`config.mk`:
```
export PLATFORM = sky130hd
export DESIGN_NAME = pad_bidir_ctrl
export DESIGN_NICKNAME = d
export VERILOG_FILES = /design/src/rtl/pad_bidir_ctrl.sv
export SDC_FILE = /design/constraint.sdc
export NUM_CORES = 1
export LEC_CHECK = 0
export ABC_CLOCK_PERIOD_IN_PS = 3400
export BUFFER_PORTS_ARGS = -buffer_cell sky130_fd_sc_hd__buf_2
export CAP_MARGIN = 20
export CORE_MARGIN = 1.5
export CORE_UTILIZATION = 50
export DETAILED_ROUTE_END_ITERATION = 8
export PLACE_DENSITY = 0.76
export SYNTH_ARGS = -nofsm -noshare
export SYNTH_HDL_FRONTEND = slang
export SYNTH_SLANG_ARGS = --single-unit
```
`constraint.sdc`:
```
create_clock -name axis_clk -period 3.4 [get_ports axis_clk]
set_input_delay 0.68 -clock axis_clk [delete_from_list [all_inputs] [get_ports axis_clk]]
set_output_delay 0.68 -clock axis_clk [all_outputs]
set_load 0.005 [all_outputs]
```
`src/rtl/pad_bidir_ctrl.sv`:
```
// pad_bidir_ctrl: bidirectional pad direction control with turnaround, tx capture and debounced receive
module pad_bidir_ctrl #(
  parameter int N = 8,
  parameter int TA_CYC = 2,
  parameter int DB_CYC = 4
) (
  input  logic         axis_clk,
  input  logic         axis_rst_n,
  input  logic         dir_req,
  input  logic         pull_en,
  input  logic [N-1:0] tx_data,
  input  logic         tx_valid,
  output logic         tx_ready,
  output logic [N-1:0] rx_data,
  output logic         rx_chg,
  output logic         cur_dir,
  output logic         busy,
  output logic [N-1:0] pad_i,
  output logic [N-1:0] pad_oen,
  output logic [N-1:0] pad_ren,
  input  logic [N-1:0] pad_c
);
  typedef enum logic [1:0] {IN, TA_OUT, OUT, TA_IN} state_t;
  localparam logic [3:0] TA_LAST = 4'(TA_CYC - 1);
  localparam logic [7:0] DB_LAST = 8'(DB_CYC - 1);
  state_t st, nxt;
  logic [3:0] tc, tc_n;
  logic [7:0] cnt;
  logic [N-1:0] s1, s2, s_last;
  assign tx_ready = (st == OUT) && dir_req;
  assign cur_dir = st == OUT;
  assign busy = (st == TA_OUT) || (st == TA_IN);
  // next state and turnaround count; an aborted TA_OUT falls straight back to IN
  always_comb begin
    nxt = st;
    tc_n = tc;
    case (st)
      IN: begin
        nxt = dir_req ? TA_OUT : IN;
        tc_n = '0;
      end
      TA_OUT: begin
        nxt = !dir_req ? IN : (tc == TA_LAST) ? OUT : TA_OUT;
        tc_n = (!dir_req || tc == TA_LAST) ? '0 : tc + 4'd1;
      end
      OUT: begin
        nxt = dir_req ? OUT : TA_IN;
        tc_n = '0;
      end
      default: begin
        nxt = (tc == TA_LAST) ? IN : TA_IN;
        tc_n = (tc == TA_LAST) ? '0 : tc + 4'd1;
      end
    endcase
  end
  // state, pad enables and tx capture; enables are registered from the next state so they track st
  always_ff @(posedge axis_clk or negedge axis_rst_n) begin
    if (!axis_rst_n) begin
      st <= IN;
      tc <= '0;
      pad_oen <= '1;
      pad_ren <= '1;
      pad_i <= '0;
    end else begin
      st <= nxt;
      tc <= tc_n;
      pad_oen <= (nxt == OUT) ? '0 : '1;
      pad_ren <= (nxt == IN && pull_en) ? '0 : '1;
      pad_i <= (tx_valid && tx_ready) ? tx_data : pad_i;
    end
  end
  // synchronize pad_c always; debounce only while receiving
  always_ff @(posedge axis_clk or negedge axis_rst_n) begin
    if (!axis_rst_n) begin
      s1 <= '0;
      s2 <= '0;
      s_last <= '0;
      cnt <= '0;
      rx_data <= '0;
      rx_chg <= 1'b0;
    end else begin
      s1 <= pad_c;
      s2 <= s1;
      s_last <= s2;
      rx_chg <= 1'b0;
      if (st != IN || s2 != s_last || s2 == rx_data) begin
        cnt <= '0;
      end else if (cnt == DB_LAST) begin
        cnt <= '0;
        rx_data <= s2;
        rx_chg <= 1'b1;
      end else begin
        cnt <= cnt + 8'd1;
      end
    end
  end
endmodule

```
==> flow_summary_export.csv <==
group,metric,value,unit
sta,fmax,516,MHz
synthesis,syn_avg_cell_area,13.4,µm²
sta,setup-violations-final,0,
critical_path,cp.required,3.61,ns
critical_path,crit_buf_inv,0,
placement,io_buffer_count,56,
clock_tree,cts_resized,0,
pwr,power,1820,µW
global_route,antenna_found_initial,0,
job,maxCapViolCount,0,
clock_tree,cts_tree,"yes",
floorplanning,rows,24,
critical_path,critical_path.max_fanout,9,
critical_path,end_kind,"register",
routing,ant_nets,0,
global_route,grt_pass1_vias,1317,
sta,slew_violations,0,
synthesis,netlist_area,2230,µm²
global_route,grt_max_degree,47,
sta,post-route-min-period,1.94,ns
finish,layout.nets,244,
critical_path,crit_path_max_incr_delay,0.55,ns
routing,viasPerCell,4.85,
synthesis,yosysUniqueCellTypes,25,
floorplanning,start_util,0.516,
critical_path,startpoint_type,"register",
sta,hold_viol_final,0,
finish,final_common_cell,"buf_2",
critical_path,path_cells,"ha_1 > nor4b_1 > nand4_4 > mux2_2",
synthesis,synth_seq_cells,57,
finish,syn_to_final_growth,21.3,%
floorplanning,die_w,69.8,µm
finish,instances_no_fill,276,
global_route,grt_pass1_wl,6110,µm
clock_tree,cts_buffers,9,
clock_tree,cts.clk_slew.worst_paths,0.06,ns
floorplanning,die_area,4870,µm²
pwr,p_leak,0.00133,µW
critical_path,path_class,"reg2reg",
clock_tree,root_buffer,"clkbuf_8",
floorplanning,core_area,4320,µm²
clock_tree,cts.sinks,57,
placement,hpwl,2390,µm
critical_path,cp_top_family,"simple AND/OR/NAND/NOR gates",
clock_tree,post-cts-setup-buffer-count,0,
status,status,"finished, final reports clean",
placement,dp.cells,260,
synthesis,ys.warnings.count,0,
sta,tns,0,ns
finish,final_cell_mix,"buf_2 (56), dfrtp_1 (55), xor2_1 (17)",
pwr,ir_drop,0.419,mV
clock_tree,cts.hold.buffers_added,0,
routing,vias,1339,
hold_path,min_path_type,"in2async",
floorplanning,fp.dieH,69.8,µm
sta,tightest_slew,0.626,ns
sta,fin_skew,0.00456,ns
routing,drc_errors,0,
global_route,grt_usage,0.168,
finish,drive_gt1_frac,0.411,
routing,wl_per_cell,12.5,µm
finish,multi_input_area,677,µm²
finish,fillers,357,
sta,rsz0062_at_grt,"false",
critical_path,arrival,2.15,ns
sta,timing.hold.ws,0.229,ns
finish,seqCellArea,1430,µm²
sta,period_share,0.571,
routing,firstDrtPassIters,4,
global_route,gr-total-overflow,0,
clock_tree,htreeDepth,3,
clock_tree,worstSkewPairLatency,0.33,ns
routing,initialDrtViolationCount,46,
clock_tree,cts_max_path_buffers,2,
finish,num_antenna_cells,0,
synthesis,synth_cells,166,
critical_path,critPathSlowestCell,"nor4b_1",
routing,wl,3450,µm
pwr,power.density,674,nW/µm²
synthesis,syn_nets,190,
sta,slew_headroom,0.576,
synthesis,synth-seq-area-share,0.641,
placement,place_congestion,0.790,
floorplanning,ios,57,
-- cell families (layout without fill, tap and decap cells) --
family	Yosys count	count (layout)	share of synthesized area
AOI/OAI and AO/OA	3	3	0.0118
xor gates and xnor gates	24	24	0.0943
adders and majority gates	3	3	0.0168
buffers and inverters	19	77	0.0556
DFF	57	57	0.641
muxes	16	16	0.0808
and+or+nand+nor	44	44	0.0999
-- stage by stage --
| step | cell area, µm² | utilization | setup slack [ns] |
|---|---|---|---|
| global route | 2700 | 0.625 | 1.29 |
| floorplan | 2230 | - | 1.66 |
| detailed placement | 2470 | 0.572 | 1.46 |
| finish | 2700 | 0.625 | 1.46 |
| CTS | 2680 | 0.621 | 1.43 |
| global placement | 2470 | 0.572 | 1.52 |
-- state kept, by name (all words and copies together), names as in the netlist --
name and cells:
rx_chg 1, s_last 8, st 2, tc 4, cnt 8, pad_ren 1
rx_data 8, pad_oen 1, s1 8, s2 8, pad_i 8
-- layer usage --
metal,GRT usage,wire (µm)
met1,0.209,1510
met2,0.246,1640
met3,0.0785,256
met4,0.0897,39
met5,0,0
-- report_power, final --
part           internal (µW)  switching, µW
clock                    428            245
sequential               776           66.7
combinational            167            140
-- synthesized netlist by cell type --
library cell | number | share of area
a211oi_2 | 1 | 0.0056
and2_1 | 1 | 0.0028
buf_4 | 14 | 0.047
clkbuf_1 | 1 | 0.0017
dfrtp_1 | 55 | 0.62
dfstp_2 | 2 | 0.024
ha_1 | 3 | 0.017
inv_1 | 4 | 0.0067
mux2_2 | 16 | 0.081
nand2_1 | 8 | 0.013
nand3_1 | 7 | 0.016
nand3b_1 | 1 | 0.0034
nand4_1 | 2 | 0.0056
nand4_4 | 1 | 0.0095
nor2_1 | 16 | 0.027
nor2b_1 | 1 | 0.0028
nor3_1 | 2 | 0.0045
nor4_1 | 2 | 0.0056
nor4b_1 | 1 | 0.0039
o2111ai_1 | 1 | 0.0039
o21ai_0 | 1 | 0.0022
or2_2 | 1 | 0.0028
or3_1 | 1 | 0.0028
xnor2_1 | 7 | 0.027
xor2_1 | 17 | 0.067
-- final cells by class --
class,instances,share of cell area
Sequential cell,57,0.528
Multi-Input combinational cell,90,0.250
Timing Repair Buffer,58,0.114
Clock buffer,12,0.0537
Clock inverter,3,0.0241
Tap cell,52,0.0241
Inverter,4,0.00555
-- path summary, 6_finish.rpt --
path | startpoint | endpoint | slack, ns | cells past startpoint
setup / recovery | cnt[0] | rx_data[3] | 1.46 | 4
hold / removal | axis_rst_n | cnt[2] | 0.23 | 1
setup reg to reg | cnt[0] | rx_data[3] | 1.46 | 4
hold reg to reg | s1[0] | s2[0] | 0.35 | 0
max in group asynchronous | axis_rst_n | pad_oen[6] | 2.63 | 2
min in group axis_clk | s1[0] | s2[0] | 0.35 | 0
Note: power is estimated with default switching activity, not from simulation.
